File: config.mk
export PLATFORM = sky130hd
export DESIGN_NAME = credit_stream_tx
export DESIGN_NICKNAME = d
export VERILOG_FILES = /design/src/rtl/credit_stream_tx.sv
export SDC_FILE = /design/constraint.sdc
export NUM_CORES = 1
export LEC_CHECK = 0
export CAP_MARGIN = 20
export CORE_AREA = 5 5 63 48
export DETAILED_ROUTE_END_ITERATION = 10
export DIE_AREA = 0 0 68 53
export PLACE_DENSITY = 0.8
export SYNTH_ARGS = -nofsm -noshare
export SYNTH_HDL_FRONTEND = slang
export SYNTH_SLANG_ARGS = --single-unit
File: constraint.sdc
create_clock -name clk_i -period 3.1 [get_ports clk_i]
set_clock_uncertainty 0.1 [all_clocks]
set_input_delay 0.465 -clock clk_i [delete_from_list [all_inputs] [get_ports clk_i]]
set_output_delay 0.465 -clock clk_i [all_outputs]
set_load 0.05 [all_outputs]
File: src/rtl/credit_stream_tx.sv
// credit_stream_tx: transmit side of a credit-based flit link.
// Upstream ready/valid stream -> 2-entry spill buffer -> registered flit port.
// A flit is launched only while the registered credit count is non-zero.
// Optional feature macro: CREDIT_STREAM_TX_STATS_EN enables the saturating
// stall-cycle counter on stall_cnt_o; otherwise stall_cnt_o is tied to zero.
module credit_stream_tx #(
  parameter type         T          = logic,
  parameter int unsigned NumCredits = 4,
  parameter int unsigned CntWidth   = $clog2(NumCredits + 1)
) (
  input  logic                clk_i,
  input  logic                rst_i,
  input  logic                src_valid_i,
  output logic                src_ready_o,
  input  T                    src_data_i,
  output logic                tx_valid_o,
  output T                    tx_data_o,
  input  logic                credit_i,
  output logic [CntWidth-1:0] credits_o,
  output logic                idle_o,
  output logic                credit_err_o,
  output logic [31:0]         stall_cnt_o
);

  localparam logic [CntWidth-1:0] FullCredits = CntWidth'(NumCredits);

  T                    mem [2];
  logic                wr_ptr;
  logic                rd_ptr;
  logic [1:0]          count;
  logic [CntWidth-1:0] credits_q;
  logic                err_q;
  logic                tx_valid_q;
  T                    tx_data_q;

  logic push;
  logic send;
  logic empty;
  logic full;

  // Handshake and launch decisions, all from registered state only
  always_comb begin
    empty = (count == 2'd0);
    full  = (count == 2'd2);
    push  = src_valid_i && !full;
    send  = !empty && (credits_q != '0);
  end

  // Spill buffer storage; contents are don't-care while the slot is empty
  always_ff @(posedge clk_i) begin
    if (push) begin
      mem[wr_ptr] <= src_data_i;
    end
  end

  // Buffer pointers and occupancy
  always_ff @(posedge clk_i or posedge rst_i) begin
    if (rst_i) begin
      wr_ptr <= 1'b0;
      rd_ptr <= 1'b0;
      count  <= 2'd0;
    end else begin
      if (push) wr_ptr <= ~wr_ptr;
      if (send) rd_ptr <= ~rd_ptr;
      case ({push, send})
        2'b10:   count <= count + 2'd1;
        2'b01:   count <= count - 2'd1;
        default: count <= count;
      endcase
    end
  end

  // Credit counter with overflow detection; a simultaneous send and return cancel
  always_ff @(posedge clk_i or posedge rst_i) begin
    if (rst_i) begin
      credits_q <= FullCredits;
      err_q     <= 1'b0;
    end else begin
      if (send && !credit_i) begin
        credits_q <= credits_q - CntWidth'(1);
      end else if (!send && credit_i) begin
        if (credits_q == FullCredits) begin
          err_q <= 1'b1;
        end else begin
          credits_q <= credits_q + CntWidth'(1);
        end
      end
    end
  end

  // Registered link output; data holds its last value between pulses
  always_ff @(posedge clk_i or posedge rst_i) begin
    if (rst_i) begin
      tx_valid_q <= 1'b0;
      tx_data_q  <= '0;
    end else begin
      tx_valid_q <= send;
      if (send) begin
        tx_data_q <= mem[rd_ptr];
      end
    end
  end

`ifdef CREDIT_STREAM_TX_STATS_EN
  logic [31:0] stall_q;

  // Count cycles where a flit waits only for credit; saturates at all-ones
  always_ff @(posedge clk_i or posedge rst_i) begin
    if (rst_i) begin
      stall_q <= '0;
    end else if (!empty && (credits_q == '0) && (stall_q != '1)) begin
      stall_q <= stall_q + 32'd1;
    end
  end

  assign stall_cnt_o = stall_q;
`else
  assign stall_cnt_o = '0;
`endif

  assign src_ready_o  = !full;
  assign tx_valid_o   = tx_valid_q;
  assign tx_data_o    = tx_data_q;
  assign credits_o    = credits_q;
  assign credit_err_o = err_q;
  assign idle_o       = empty && (credits_q == FullCredits) && !tx_valid_q;

endmodule

==> results.sh, run 1 <==
export IMPL_cts_sinks=12
export IMPL_min_path_type="in2async"
export IMPL_crit_path_end="idle_o"
export IMPL_clk_latency_ns=0.27
export IMPL_comb_power_share_pct=61.7
export IMPL_via_count=506
export IMPL_wl_per_cell_um=10.4
export IMPL_ys_ff_latch=12
export IMPL_start_util_pct=35.6
export IMPL_synth_edf_count=2
export IMPL_nFillCells=234
export IMPL_rsz0062_at_grt="no"
export IMPL_async_reset_ff_share_pct=83.3
export IMPL_power_density_nw_per_um2=1230
export IMPL_die_w_um=68
export IMPL_grt_pass1_vias=469
export IMPL_coreArea_sq_um=2350
export IMPL_p_sw_uw=569
export IMPL_ys_flop_type="dfrtp_1"
export IMPL_area_delta_synth_final_pct=7.78
export IMPL_internal_power_uw=538
export IMPL_first_iter_violations=13
export IMPL_r2r_start="credits_o[2]$_DFFE_PP1P_"
export IMPL_die_y_um=53
export IMPL_critical_path_cell_chain="nor2_1 -> nand2_1 -> nor4_1 -> clkdlybuf4s50_1"
export IMPL_tightestPinTransition_ns=0.506
export IMPL_cts_root_buf="clkbuf_4"
export IMPL_synth_warnings=0
export IMPL_syn_area_sq_um=836
export IMPL_grt_pass1_wl_mm=2.04
export IMPL_num_rows=15
export IMPL_relSlewSlack_pct=66.2
export IMPL_clock_fmax_ghz=0.381
export IMPL_cp_start_kind="register"
export IMPL_sw_frac_of_total_pct=51.4
export IMPL_place_congestion=0.840
export IMPL_r2r_cells=8
export IMPL_finalCritPeriodShare_pct=84.7
export IMPL_ant_nets=0
export IMPL_wirelength_mm=1.39
export IMPL_synthDistinctLibCells=25
export IMPL_cp_end_kind="primary output"
export IMPL_gr_total_overflow=0
export IMPL_ioPinCount=45
export IMPL_cp_required_ns=2.53
export IMPL_worst_path_max_delay_cell="clkdlybuf4s50_1"
export IMPL_cp_max_fo=7
export IMPL_grtUsageTotal_pct=8.27
export IMPL_p_total_uw=1110
export IMPL_place_area_sq_um=875
export IMPL_fin_setup_tns_ns=0
export IMPL_crit_start="credits_o[0]$_DFFE_PP0P_"
export IMPL_fin_nets=110
export IMPL_cts_tree="built"
export IMPL_pwr_share_clk_pct=9.0
export IMPL_drc=0
export IMPL_syn_avg_cell_area_sq_um=9.83
export IMPL_ir_worst_vdd_mv=0.327
export IMPL_ys_seq_area_share_pct=37.3
export IMPL_via_per_inst=3.78
export IMPL_seqCellArea_sq_um=312
export IMPL_ctsHoldBuffers=0
export IMPL_crit_type="reg2out"
export IMPL_grt_max_degree=11
export IMPL_cts_buffer_depth=2
export IMPL_grt_antenna_before_repair=0
export IMPL_post_cts_setup_buffers=0
export IMPL_diodes=0
export IMPL_clkTransAtPathRegs_ns=0.07
export IMPL_slew_violations=0
export IMPL_fin_area_sq_um=901
export IMPL_outcome="finished, final reports clean"
export IMPL_cts_resized=0
export IMPL_synthCells=85
export IMPL_portBuffers=12
export IMPL_multiInputGateArea_sq_um=374
export IMPL_dieArea_sq_um=3600
export IMPL_cts_buffers=3
export IMPL_dp_hpwl_mm=1.16
export IMPL_htreeDepth=1
export IMPL_arrival_ns=2.06
export IMPL_power_static_leakage_uw=0.000432
export IMPL_maxCapViolCount=0
export IMPL_setup_violations=0
export IMPL_seq_power_share_pct=29.3
export IMPL_timing_final_crit_period_ns=2.62
export IMPL_slowest_delay_ns=0.85
export IMPL_drive_gt1_share_pct=8.00
export IMPL_r2r_end="credits_o[2]$_DFFE_PP1P_"
export IMPL_hold_viol=0
export IMPL_first_pass_iters=4
export IMPL_reg2reg_setup_slack_ns=0.72
cell families (layout without fill, tap and decap cells):
family | after synthesis | in the layout | synth area share (%)
buf+inv | 39 | 23 | 31.9
flops | 12 | 12 | 37.3
simple gates | 12 | 12 | 7.19
compound gates | 10 | 10 | 8.83
xor+xnor | 6 | 6 | 6.29
fa+ha+maj | 4 | 4 | 6.89
other cells | 1 | 32 | 0.449
mux | 1 | 1 | 1.20
state kept, by name, summed over array words and instances (netlist names):
| signal | count |
|---|---|
| credits_o | 3 |
| count | 2 |
| mem | 2 |
| credit_err_o | 1 |
| rd_ptr | 1 |
| tx_data_o | 1 |
| tx_valid_o | 1 |
| wr_ptr | 1 |
cell type report:
cell class                      count  area share [%]
Multi-Input combinational cell     65            41.5
Timing Repair Buffer               12            13.3
Sequential cell                    12            34.6
Inverter                            7            2.92
Clock buffer                        4            2.92
Tap cell                           34            4.72
cells in the mapped netlist, types with 2 or more instances:
cell type / instances / area share, %
buf_4: 32 / 29
dfrtp_1: 9 / 27
inv_1: 7 / 3.1
xnor2_1: 5 / 5.2
nand2_1: 4 / 1.8
a21oi_1: 3 / 1.8
ha_1: 3 / 4.5
nor2_1: 3 / 1.3
edfxtp_1: 2 / 7.2
o21ai_0: 2 / 1.2
worst min path at each step:
stage                                        start                        to  slack, ns  cells past startpoint
after detailed placement  credit_err_o$_DFFE_PP0P_  credit_err_o$_DFFE_PP0P_       0.36                      1
after CTS                                    rst_i  credit_err_o$_DFFE_PP0P_       0.37                      2
after global placement    credit_err_o$_DFFE_PP0P_  credit_err_o$_DFFE_PP0P_       0.35                      1
after global routing                         rst_i  credit_err_o$_DFFE_PP0P_       0.40                      2
final                                        rst_i  credit_err_o$_DFFE_PP0P_       0.37                      2
after floorplan                              rst_i      count[0]$_DFFE_PP0P_       0.20                      1
stage by stage:
step | worst slack, ns | cells | hold WS [ns] | utilization, %
4_1_cts | 0.425 | 134 | 0.374 | 38.4
3_5_place_dp | 0.641 | 130 | 0.362 | 37.3
2_1_floorplan | 0.183 | 116 | 0.204 | -
6_report | 0.475 | 134 | 0.367 | 38.4
5_1_grt | 0.355 | 134 | 0.401 | 38.4
3_3_place_gp | 0.733 | 130 | 0.353 | 37.3
power by group through the flow:
| stage | Sequential [uW] | Combinational (uW) | Clock [uW] |
|---|---|---|---|
| 3_5_place_dp | 327 | 686 | 0 |
| 2_1_floorplan | 442 | 433 | 0 |
| 4_1_cts | 324 | 688 | 105 |
| 3_3_place_gp | 321 | 659 | 0 |
| 6_report | 324 | 682 | 99.8 |
| 5_1_grt | 339 | 744 | 112 |
cells in the final DEF, fill, tap and decap left out:
cell | netlist | final
a31oi_1 | 1 | 1
a31o_2 | 1 | 1
dfrtp_1 | 9 | 9
a21oi_1 | 3 | 3
ha_1 | 3 | 3
edfxtp_1 | 2 | 2
dfstp_2 | 1 | 1
a311oi_1 | 1 | 1
mux2i_1 | 1 | 1
clkbuf_4 | 0 | 3
clkbuf_1 | 0 | 1
or2_2 | 1 | 1
o32ai_2 | 1 | 1
nand2_1 | 4 | 4
nor4_1 | 1 | 1
or3b_1 | 1 | 1
a21o_2 | 1 | 1
fa_1 | 1 | 1
conb_1 | 1 | 32
and3_1 | 1 | 1
nor2_1 | 3 | 3
o21ai_0 | 2 | 2
nand2b_1 | 1 | 1
inv_1 | 7 | 7
xor2_1 | 1 | 1
clkdlybuf4s50_1 | 0 | 12
xnor2_1 | 5 | 5
critical path, delay by kind of cell (launching register included):
kind / cells / cell delay [ns]
DFF: 1 / 0.45
buffers and inverters: 1 / 0.85
and+or+nand+nor: 3 / 0.49
routing by layer:
layer	up-vias	routed length (um)	part of all wire [%]	global-route usage, %
met5	-	0	0	0
met4	0	19	1.4	4.95
met3	2	155	11	5.10
met2	29	652	47	11.7
met1	236	565	41	9.34
li1	239	-	-	-
Power figures use the tool's default switching activity.
==> run 2: changes to the inputs <==
Clock period 3.1 ns to 2.45 ns, I/O delays scaled along.
==> run 2 against run 1 <==
  * Routed wire length up 4.1%
  * Flip-flop and latch count is the same
  * First-iteration DRC count rose by 92%
  * Die area unchanged
  * Clock-buffer cell count fell by 1
  * Via count is 3.8% higher
  * Clock power up 21%
  * Critical path depth increased by 4
  * Sequential power rose by 31%
==> results.sh, run 2 (synthesized netlist as in run 1, its figures left out) <==
export IMPL_power_static_leakage_uw=0.000437
export IMPL_min_path_type="in2async"
export IMPL_cp_required_ns=2.53
export IMPL_power_density_nw_per_um2=1570
export IMPL_start_util_pct=35.6
export IMPL_cts_tree="built"
export IMPL_grt_max_degree=11
export IMPL_first_pass_iters=4
export IMPL_arrival_ns=2.42
export IMPL_ctsHoldBuffers=0
export IMPL_nFillCells=241
export IMPL_dieArea_sq_um=3600
export IMPL_seqCellArea_sq_um=315
export IMPL_post_cts_setup_buffers=0
export IMPL_pwr_share_clk_pct=8.3
export IMPL_crit_top_cell="inv_1"
export IMPL_r2r_end="credits_o[2]$_DFFE_PP1P_"
export IMPL_cts_sinks=12
export IMPL_maxCapViolCount=0
export IMPL_ant_nets=0
export IMPL_dp_hpwl_mm=1.12
export IMPL_dp_cells=131
export IMPL_relSlewSlack_pct=66.2
export IMPL_fin_nets=111
export IMPL_internal_power_uw=704
export IMPL_final_common_cell="conb_1"
export IMPL_coreArea_sq_um=2350
export IMPL_outcome="finished, final reports clean"
export IMPL_first_iter_violations=25
export IMPL_crit_start="credits_o[2]$_DFFE_PP1P_"
export IMPL_finalWorstSetupSlack_ns=0.111
export IMPL_ir_worst_vdd_mv=0.454
export IMPL_wl_per_cell_um=10.7
export IMPL_comb_power_share_pct=62.6
export IMPL_via_per_inst=3.89
export IMPL_clkTransAtPathRegs_ns=0.07
export IMPL_fin_area_sq_um=927
export IMPL_p_sw_uw=756
export IMPL_via_count=525
export IMPL_finalCritPeriodShare_pct=95.5
export IMPL_grt_pass1_vias=483
export IMPL_grtUsageTotal_pct=7.50
export IMPL_num_rows=15
export IMPL_final_cells=135
export IMPL_slowest_delay_ns=0.56
export IMPL_cp_max_fo=5
export IMPL_post_place_ws_ns=0.0841
export IMPL_die_y_um=53
export IMPL_setup_violations=0
export IMPL_slew_violations=0
export IMPL_cts_root_buf="clkbuf_4"
export IMPL_grt_antenna_before_repair=0
export IMPL_cts_buffers=3
export IMPL_multiInputGateArea_sq_um=392
export IMPL_critical_path_cell_chain="o32ai_4 -> inv_1 -> ha_1 -> inv_1 -> fa_1 -> or2_2 -> o21ai_0 -> a31oi_1"
export IMPL_tightestPinTransition_ns=0.505
export IMPL_largest_reg_flops=3
export IMPL_diodes=0
export IMPL_sw_frac_of_total_pct=51.8
export IMPL_area_delta_synth_final_pct=10.9
export IMPL_clock_fmax_ghz=0.427
export IMPL_cp_start_kind="register"
export IMPL_drc=0
export IMPL_hold_ws_ns=0.271
export IMPL_ioPinCount=45
export IMPL_wirelength_mm=1.45
export IMPL_cts_buffer_depth=2
export IMPL_clk_latency_ns=0.27
export IMPL_crit_type="reg2reg"
export IMPL_hold_viol=0
export IMPL_die_w_um=68
export IMPL_grt_pass1_wl_mm=2.01
export IMPL_place_area_sq_um=886
export IMPL_r2r_start="credits_o[2]$_DFFE_PP1P_"
export IMPL_gr_total_overflow=0
export IMPL_cp_end_kind="register"
export IMPL_htreeDepth=1
export IMPL_place_congestion=0.865
export IMPL_layout_common_cells="32 x conb_1, 11 x clkdlybuf4s50_1, 7 x inv_1"
export IMPL_worst_path_max_delay_cell="dfstp_2"
export IMPL_reg2reg_setup_slack_ns=0.11
export IMPL_timing_final_crit_period_ns=2.34
export IMPL_portBuffers=12
export IMPL_seq_power_share_pct=29.1
export IMPL_crit_path_end="credits_o[2]$_DFFE_PP1P_"
export IMPL_drive_gt1_share_pct=13.9
export IMPL_r2r_cells=8
## run 2: changes by cell type in the layout (fill, tap and decap cells not counted)
cell,previous run,this run
nor4_2,0,1
dfrtp_2,0,3
o32ai_4,0,1
o32ai_2,1,0
buf_4,0,2
dfrtp_1,9,6
clkinv_1,0,1
clkdlybuf4s50_1,12,11
clkbuf_1,1,0
nor4_1,1,0
## run 2: critical path: cells and delay by family, from the launching register on
kind | cells | cell delay [ns]
adder cells (fa/ha/maj) | 2 | 0.68
flip-flops | 1 | 0.56
buffers and inverters | 2 | 0.24
AND/OR/NAND/NOR | 1 | 0.30
AO/OA/AOI/OAI | 3 | 0.37
## run 2: area by class of cell
class                      instances  share of cell area (%)
multi-input combinational         65                    42.2
sequential                        12                    34.0
timing repair buffer              13                    13.5
tap                               34                    4.59
inverter                           7                    2.83
clock buffer                       3                    2.43
clock inverter                     1                   0.405
## run 2: metal layers
metal	track usage, %	share of wire [%]	wire, um
met1	8.30	36	528
met4	1.98	0	0
met2	13.9	52	755
met3	2.12	12	167
met5	0	0	0
## run 2: timing repair
item / in CTS / in global routing
gates resized for setup: 0 / 4
endpoints found under the setup margin: 0 / 1
endpoints found under the hold margin: 0 / 0
## run 2: per-stage QoR
step           setup TNS, ns  utilization, %  power [uW]
6_report                   0            39.5        1460
5_1_grt             -0.00488            39.5        1560
4_1_cts                    0            38.9        1430
3_5_place_dp               0            37.8        1300
3_3_place_gp               0            37.8        1260
2_1_floorplan              0               -        1110
## run 2: how the worst min path moves through the flow
stage	end	cells past startpoint	from	slack (ns)
CTS	credits_o[1]$_DFFE_PP0P_	2	rst_i	0.28
finish	credit_err_o$_DFFE_PP0P_	2	rst_i	0.27
global placement	credit_err_o$_DFFE_PP0P_	1	credit_err_o$_DFFE_PP0P_	0.35
detailed placement	credit_err_o$_DFFE_PP0P_	1	credit_err_o$_DFFE_PP0P_	0.35
global route	wr_ptr$_DFFE_PP0P_	2	rst_i	0.30
floorplan	count[0]$_DFFE_PP0P_	1	rst_i	0.11
## run 2: power by group through the flow
stage | sequential (uW) | combinational, uW | clock, uW
after floorplan | 564 | 550 | 0
after global placement | 400 | 863 | 0
after detailed placement | 406 | 892 | 0
after CTS | 404 | 898 | 127
after global routing | 442 | 985 | 135
final | 424 | 914 | 121
